--- src/rtl/mipsfpga_ahb_keypadscan_pkg.sv ---
// Shared constants, FSM encoding and key-code helpers for the keypad scanner.
// Honours KEYPAD_LEGEND_MAP_EN: when defined, key codes follow the printed legend.
package mipsfpga_ahb_keypadscan_pkg;

   localparam int unsigned KP_ROWS = 4;
   localparam int unsigned KP_COLS = 4;
   localparam int unsigned KP_KEYS = KP_ROWS * KP_COLS;

   typedef enum logic [1:0] {
      StScan = 2'd0,
      StEval = 2'd1,
      StPush = 2'd2
   } kp_state_e;

   // Nibble i is the legend for index row*4+col; rows read 123A / 456B / 789C / 0FED.
   localparam logic [4*KP_KEYS-1:0] KP_LEGEND = 64'hDEF0_C987_B654_A321;

   function automatic logic [3:0] kp_lowest_index(input logic [KP_KEYS-1:0] v);
      logic [3:0] idx;
      idx = '0;
      for (int i = KP_KEYS - 1; i >= 0; i--) begin
         if (v[i]) idx = 4'(i);
      end
      return idx;
   endfunction

   function automatic logic [3:0] kp_encode(input logic [3:0] idx);
`ifdef KEYPAD_LEGEND_MAP_EN
      return KP_LEGEND[{idx, 2'b00} +: 4];
`else
      return idx;
`endif
   endfunction

endpackage

--- src/rtl/mipsfpga_ahb_keypadscan_fifo.sv ---
// Show-ahead event FIFO: head is visible on rdata whenever not empty.
// A push into a full FIFO is accepted only if a pop happens in the same cycle.
module keypad_event_fifo #(
   parameter int unsigned WIDTH = 4,
   parameter int unsigned DEPTH = 4
) (
   input  logic             clk,
   input  logic             resetn,
   input  logic             push,
   input  logic [WIDTH-1:0] wdata,
   input  logic             pop,
   output logic [WIDTH-1:0] rdata,
   output logic             empty,
   output logic             overflow
);

   localparam int unsigned AW = (DEPTH > 1) ? $clog2(DEPTH) : 1;
   localparam logic [AW:0] FULL_CNT = (AW + 1)'(DEPTH);

   logic [WIDTH-1:0] mem_q [DEPTH];
   logic [AW-1:0]    wptr_q, rptr_q;
   logic [AW:0]      count_q;
   logic             full, do_push, do_pop;

   assign empty    = (count_q == '0);
   assign full     = (count_q == FULL_CNT);
   assign do_pop   = pop & ~empty;
   assign do_push  = push & (~full | do_pop);
   assign overflow = push & full & ~do_pop;
   assign rdata    = empty ? '0 : mem_q[rptr_q];

   always_ff @(posedge clk or negedge resetn) begin
      if (!resetn) begin
         for (int i = 0; i < int'(DEPTH); i++) mem_q[i] <= '0;
         wptr_q  <= '0;
         rptr_q  <= '0;
         count_q <= '0;
      end else begin
         if (do_push) begin
            mem_q[wptr_q] <= wdata;
            wptr_q        <= wptr_q + 1'b1;
         end
         if (do_pop) rptr_q <= rptr_q + 1'b1;
         if (do_push && !do_pop) count_q <= count_q + 1'b1;
         else if (!do_push && do_pop) count_q <= count_q - 1'b1;
      end
   end

endmodule

--- src/rtl/mipsfpga_ahb_keypadscan.sv ---
// 4x4 keypad scanner: column sweep, frame debounce, new-press events into a FIFO.
// Define KEYPAD_LEGEND_MAP_EN to emit printed-legend codes instead of raw indices.
module mipsfpga_ahb_keypadscan
   import mipsfpga_ahb_keypadscan_pkg::*;
#(
   parameter int unsigned SCAN_DIV_W     = 16,
   parameter int unsigned DEBOUNCE_SCANS = 4,
   parameter int unsigned FIFO_DEPTH     = 4
) (
   input  logic       clk,
   input  logic       resetn,
   output logic [3:0] COL,
   input  logic [3:0] ROW,
   output logic [3:0] KEY_DATA,
   output logic       KEY_VALID,
   input  logic       KEY_RD,
   output logic       KEY_DOWN,
   output logic       OVERFLOW,
   input  logic       OVF_CLR
);

   localparam logic [3:0] DEB_MAX = 4'(DEBOUNCE_SCANS);

   logic [3:0]            row_meta_q, row_sync_q;
   logic [SCAN_DIV_W-1:0] div_q;
   logic [1:0]            col_idx_q;
   logic                  tick;
   logic [KP_KEYS-1:0]    frame_q, frame_d, prev_q, prev_d, deb_q, deb_d, newp_q, newp_d;
   logic [3:0]            stable_q, stable_d;
   kp_state_e             state_q, state_d;
   logic                  push, fifo_empty, fifo_ovf, keydown_q, ovf_q;

   assign tick = &div_q;
   assign COL  = ~(4'b0001 << col_idx_q);

   always_comb begin
      frame_d = frame_q;
      if (tick) begin
         for (int r = 0; r < int'(KP_ROWS); r++) frame_d[{2'(r), col_idx_q}] = ~row_sync_q[r];
      end
   end

   always_comb begin
      state_d  = state_q;
      stable_d = stable_q;
      prev_d   = prev_q;
      deb_d    = deb_q;
      newp_d   = newp_q;
      push     = 1'b0;
      unique case (state_q)
         StScan: if (tick && col_idx_q == 2'd3) state_d = StEval;
         StEval: begin
            prev_d = frame_q;
            if (frame_q == prev_q) stable_d = (stable_q == DEB_MAX) ? DEB_MAX : stable_q + 4'd1;
            else stable_d = 4'd1;
            newp_d = '0;
            if (stable_d == DEB_MAX && frame_q != deb_q) begin
               deb_d  = frame_q;
               newp_d = frame_q & ~deb_q;
            end
            state_d = (newp_d != '0) ? StPush : StScan;
         end
         StPush: begin
            push    = 1'b1;
            state_d = StScan;
         end
         default: state_d = StScan;
      endcase
   end

   always_ff @(posedge clk or negedge resetn) begin
      if (!resetn) begin
         row_meta_q <= 4'hF;
         row_sync_q <= 4'hF;
         div_q      <= '0;
         col_idx_q  <= '0;
         frame_q    <= '0;
         prev_q     <= '0;
         deb_q      <= '0;
         newp_q     <= '0;
         stable_q   <= '0;
         state_q    <= StScan;
         keydown_q  <= 1'b0;
         ovf_q      <= 1'b0;
      end else begin
         row_meta_q <= ROW;
         row_sync_q <= row_meta_q;
         div_q      <= div_q + 1'b1;
         if (tick) col_idx_q <= col_idx_q + 2'd1;
         frame_q    <= frame_d;
         prev_q     <= prev_d;
         deb_q      <= deb_d;
         newp_q     <= newp_d;
         stable_q   <= stable_d;
         state_q    <= state_d;
         keydown_q  <= |deb_q;
         // A drop in the same cycle as a clear keeps the flag set.
         if (fifo_ovf) ovf_q <= 1'b1;
         else if (OVF_CLR) ovf_q <= 1'b0;
      end
   end

   keypad_event_fifo #(
      .WIDTH(4),
      .DEPTH(FIFO_DEPTH)
   ) u_fifo (
      .clk     (clk),
      .resetn  (resetn),
      .push    (push),
      .wdata   (kp_encode(kp_lowest_index(newp_q))),
      .pop     (KEY_RD),
      .rdata   (KEY_DATA),
      .empty   (fifo_empty),
      .overflow(fifo_ovf)
   );

   assign KEY_VALID = ~fifo_empty;
   assign KEY_DOWN  = keydown_q;
   assign OVERFLOW  = ovf_q;

endmodule

--- config.mk ---
export PLATFORM = sky130hd
export DESIGN_NAME = mipsfpga_ahb_keypadscan
export DESIGN_NICKNAME = d
export VERILOG_FILES = /design/src/rtl/mipsfpga_ahb_keypadscan_pkg.sv /design/src/rtl/mipsfpga_ahb_keypadscan_fifo.sv /design/src/rtl/mipsfpga_ahb_keypadscan.sv
export SDC_FILE = /design/constraint.sdc
export NUM_CORES = 1
export LEC_CHECK = 0
export ABC_AREA = 1
export CAP_MARGIN = 20
export CORE_ASPECT_RATIO = 1.1
export CORE_MARGIN = 2
export CORE_UTILIZATION = 40
export DETAILED_ROUTE_END_ITERATION = 16
export HOLD_SLACK_MARGIN = 0.03
export PLACE_DENSITY = 0.63
export SLEW_MARGIN = 20
export SYNTH_ARGS = -nofsm -noshare
export SYNTH_HDL_FRONTEND = slang
export SYNTH_HIERARCHICAL = 1
export SYNTH_SLANG_ARGS = --single-unit
export TNS_END_PERCENT = 1
--- constraint.sdc ---
create_clock -name clk -period 2.1 [get_ports clk]
set_input_delay 0.42 -clock clk [delete_from_list [all_inputs] [get_ports clk]]
set_output_delay 0.42 -clock clk [all_outputs]
set_load 0.02 [all_outputs]
==> flow_metrics.env, run 1 <==
export IMPL_synth_area_leader_cell="dfrtp_1"
export IMPL_start_kind="register"
export IMPL_total_leakage_power_nw=3.32
export IMPL_synth_fp_nets=730
export IMPL_mappedNetlistArea_um2=5970
export IMPL_power_density_nw_per_um2=875
export IMPL_async_flop_share_pct=100
export IMPL_drcViolationCount=0
export IMPL_tritoncts_num_sinks=121
export IMPL_worstMarginPinSlew_ps=523
export IMPL_cts_buffers=17
export IMPL_antenna_left=0
export IMPL_fillers=1372
export IMPL_whs_endpoint="row_sync_q[1]$_DFF_PN1_"
export IMPL_routedWlPerCell_um=13.1
export IMPL_critical_path_top_delay_family="simple AND/OR/NAND/NOR gates"
export IMPL_path_max_fanout=3
export IMPL_criticalPathCategory="register to register"
export IMPL_antenna_diode_count=0
export IMPL_max_cap_viol_count=0
export IMPL_total_non_filler_cell_area_in_the_finished_layout_um2=7070
export IMPL_use_met2_pct=27.9
export IMPL_timing_critical_path_arrival_ps=2320
export IMPL_finClkSkew_ps=19.8
export IMPL_timing_critical_path_slowest_cell_delay_ps=370
export IMPL_maxSlewHeadroom_pct=64.8
export IMPL_flip_flop_and_latch_count_after_synthesis=121
export IMPL_final_hold_violation_count=0
export IMPL_synth_edff_count=0
export IMPL_met3_grt_util_pct=3.85
export IMPL_fp_dieH_um=132
export IMPL_cp_num_buf_inv=0
export IMPL_timing_critical_path_to_type="register"
export IMPL_r2r_end="state_q[0]$_DFFE_PN0P_"
export IMPL_top_usage_layer="met2"
export IMPL_yosysSeqAreaShare_pct=50.9
export IMPL_gr_usage_met1_pct=20.2
export IMPL_crit_path_required_time_ps=2430
export IMPL_ctsHtreeMaxLevel=4
export IMPL_run_status="completed"
export IMPL_cts_tree="yes"
export IMPL_netlist_top_cells_area="dfrtp_1 47%, nand2_1 12%, ha_1 5.9%"
export IMPL_max_vdd_ir_drop_uv=530
export IMPL_core_region_area_um2=14500
export IMPL_place_area_um2=6430
export IMPL_critical_register_to_register_path_startpoint="div_q[0]$_DFF_PN0_"
export IMPL_vias_in_the_first_global_route=4563
export IMPL_worst_skew_pair_late_latency_ps=430
export IMPL_worst_hold_path_num_cells=0
export IMPL_postSynth_topFlopCell="dfrtp_1"
export IMPL_top_cell_type_s_share_of_synthesized_area_pct=47.3
export IMPL_ctsRootBufferMaster="clkbuf_16"
export IMPL_fin_crit_ps=1990
export IMPL_cts_buffer_depth=2
export IMPL_rsz0062_at_grt="true"
export IMPL_final_hold_worst_slack_ps=354
export IMPL_place_gp_congestion=0.821
export IMPL_timing_critical_path_slowest_stage_cell="dfrtp_1"
export IMPL_die_area_um2=15900
export IMPL_grt_antenna_before_repair=0
export IMPL_post_synth_cell_area_avg_um2=8.62
export IMPL_dp_cells=900
export IMPL_clk_pin_slew_worst_paths_ps=50
export IMPL_synth_warning_count=6
export IMPL_layout_nets=765
export IMPL_drt_wl_total_um=12200
export IMPL_ioPinCount=19
export IMPL_regToRegSetupSlack_ps=110
export IMPL_initial_core_util_pct=41.2
export IMPL_depth_of_the_worst_register_to_register_path=9
export IMPL_total_vias_in_the_final_route=4577
export IMPL_maximum_achievable_frequency_ghz=0.503
export IMPL_netlist_instances=693
export IMPL_syn_to_final_growth_pct=18.4
export IMPL_multi_input_area_um2=2440
export IMPL_slew_viol_final=0
export IMPL_grt_max_degree=84
export IMPL_final_util_pct=48.8
export IMPL_die_width_um=121
export IMPL_seq_area_um2=3040
export IMPL_first_pass_iters=5
export IMPL_setup_total_negative_slack_ps=0
export IMPL_grt_overflow_total=0
export IMPL_global_route_wire_length_before_repair_um=21100
export IMPL_finish_cell_count_without_fillers=933
export IMPL_yosys_cell_count_top_type="nand2_1"
export IMPL_final_clock_period_utilization_by_the_worst_path_pct=94.6
export IMPL_place_port_buffers=18
export IMPL_drt_iter0_markers=230
export IMPL_holdCritStartpoint="row_meta_q[1]$_DFF_PN1_"
export IMPL_most_frequent_cells_after_synthesis="198 x nand2_1, 113 x dfrtp_1, 91 x inv_1"
export IMPL_setup_violations=0
export IMPL_dp_final_hpwl_um=8700
export IMPL_viasPerCell=4.91
export IMPL_grt_usage_pct=16.7
export IMPL_num_rows=46
export IMPL_post_route_cells_drive_above_1_share_pct=13.8
export IMPL_synthDistinctLibCells=39
export IMPL_holdCritPathClass="register to register"
export IMPL_series_of_cell_instances_along_the_critical_path="ha_1 -> nand2_1 -> nor2_2 -> nand3_2 -> nor3b_4 -> nand3_2 -> nor2_2 -> nand4_1 -> nor3_1"
==> power by group <==
part | leakage (nW) | switching [W] | internal, W
Clock | 0.311 | 0.00105 | 0.00211
Combinational | 1.37 | 0.000339 | 0.000194
Sequential | 1.64 | 0.0000963 | 0.00240
==> how the worst max path moves through the flow <==
stage / start / endpoint / slack (ps) / cells after the start
global route: div_q[0]$_DFF_PN0_ / state_q[0]$_DFFE_PN0P_ / -40 / 9
CTS: u_fifo/rptr_q[0]$_DFFE_PN0P_ / KEY_DATA[0] / 10 / 6
detailed placement: KEY_RD / u_fifo/count_q[2]$_DFFE_PN0P_ / -140 / 11
global placement: KEY_RD / u_fifo/count_q[2]$_DFFE_PN0P_ / -100 / 11
floorplan: state_q[0]$_DFFE_PN0P_ / u_fifo/count_q[2]$_DFFE_PN0P_ / 210 / 9
finish: div_q[0]$_DFF_PN0_ / state_q[0]$_DFFE_PN0P_ / 110 / 9
==> logic make-up (layout without fill, tap and decap cells) <==
kind of cell,after synthesis,in the layout,synth area share (%)
and+or+nand+nor,314,314,23.9
buffers and inverters,124,172,8.40
DFF,121,121,50.9
AOI/OAI and AO/OA,85,85,7.67
adders and majority gates,29,29,6.20
xor gates and xnor gates,20,20,2.93
==> what timing repair did <==
action,in CTS,in global routing
hold buffers,1,0
setup endpoints to repair,9,31
hold endpoints to repair,13,0
buffers inserted,0,0
gates resized for setup,13,13
==> per-layer routing <==
metal	routed length [um]	part of all wire (%)	vias up
li1	-	-	2288
met1	5540	45	2197
met2	6070	50	74
met3	364	3.0	18
met4	245	2.0	0
met5	0	0	-
==> per-stage QoR <==
step / setup WS [ps] / total power [W]
after CTS: 10.0 / 0.00625
after global placement: -102 / 0.00308
after floorplan: 210 / 0.00290
final: 114 / 0.00619
after detailed placement: -144 / 0.00311
after global routing: -37.7 / 0.00642
==> flip-flops by register name, summed over array words and instances (netlist names), 3 cells and up <==
name	cells
deb_q	16
div_q	16
frame_q	16
newp_q	16
prev_q	16
row_meta_q	4
row_sync_q	4
stable_q	4
u_fifo/count_q	3
u_fifo/mem_q	16
==> layout by cell type (no fill, tap or decap), types with 5 or more instances in the layout <==
cell type / count
dlygate4sd2_1: 5
inv_2: 15
o21ai_0: 49
xnor2_1: 6
nand3_1: 35
clkbuf_16: 17
nand2_2: 7
dfstp_2: 8
xor2_1: 14
inv_1: 90
a21oi_1: 7
nand2_1: 197
nor2_1: 24
buf_4: 14
dfrtp_1: 111
ha_1: 28
clkdlybuf4s50_1: 8
o21ai_1: 19
nand4_1: 24
nor4_1: 7
==> area by class of cell <==
class / count / area share [%]
tap: 192 / 3.40
clock buffer: 21 / 6.79
clock inverter: 11 / 2.35
inverter: 106 / 5.66
sequential: 121 / 43.0
timing repair buffer: 34 / 4.23
multi-input combinational: 448 / 34.6
(Power assumes the default switching activity.)
==> inputs of run 2 (changes only) <==
--- a/config.mk
+++ b/config.mk
@@ -10,6 +10,7 @@
 export CORE_ASPECT_RATIO = 1.1
 export CORE_MARGIN = 2
 export CORE_UTILIZATION = 40
+export CTS_CLUSTER_SIZE = 24
 export DETAILED_ROUTE_END_ITERATION = 16
 export HOLD_SLACK_MARGIN = 0.03
 export PLACE_DENSITY = 0.63
==> results of run 2 <==
The final DEF is identical to that of run 1; final timing and power are the same.
==> inputs of run 3 (changes only) <==
--- a/config.mk
+++ b/config.mk
@@ -6,7 +6,7 @@
 export NUM_CORES = 1
 export LEC_CHECK = 0
 export ABC_AREA = 1
-export CAP_MARGIN = 20
+export CAP_MARGIN = 15
 export CORE_ASPECT_RATIO = 1.1
 export CORE_MARGIN = 2
 export CORE_UTILIZATION = 40
==> results of run 3 <==
The final DEF is identical to that of run 1; final timing and power are the same.
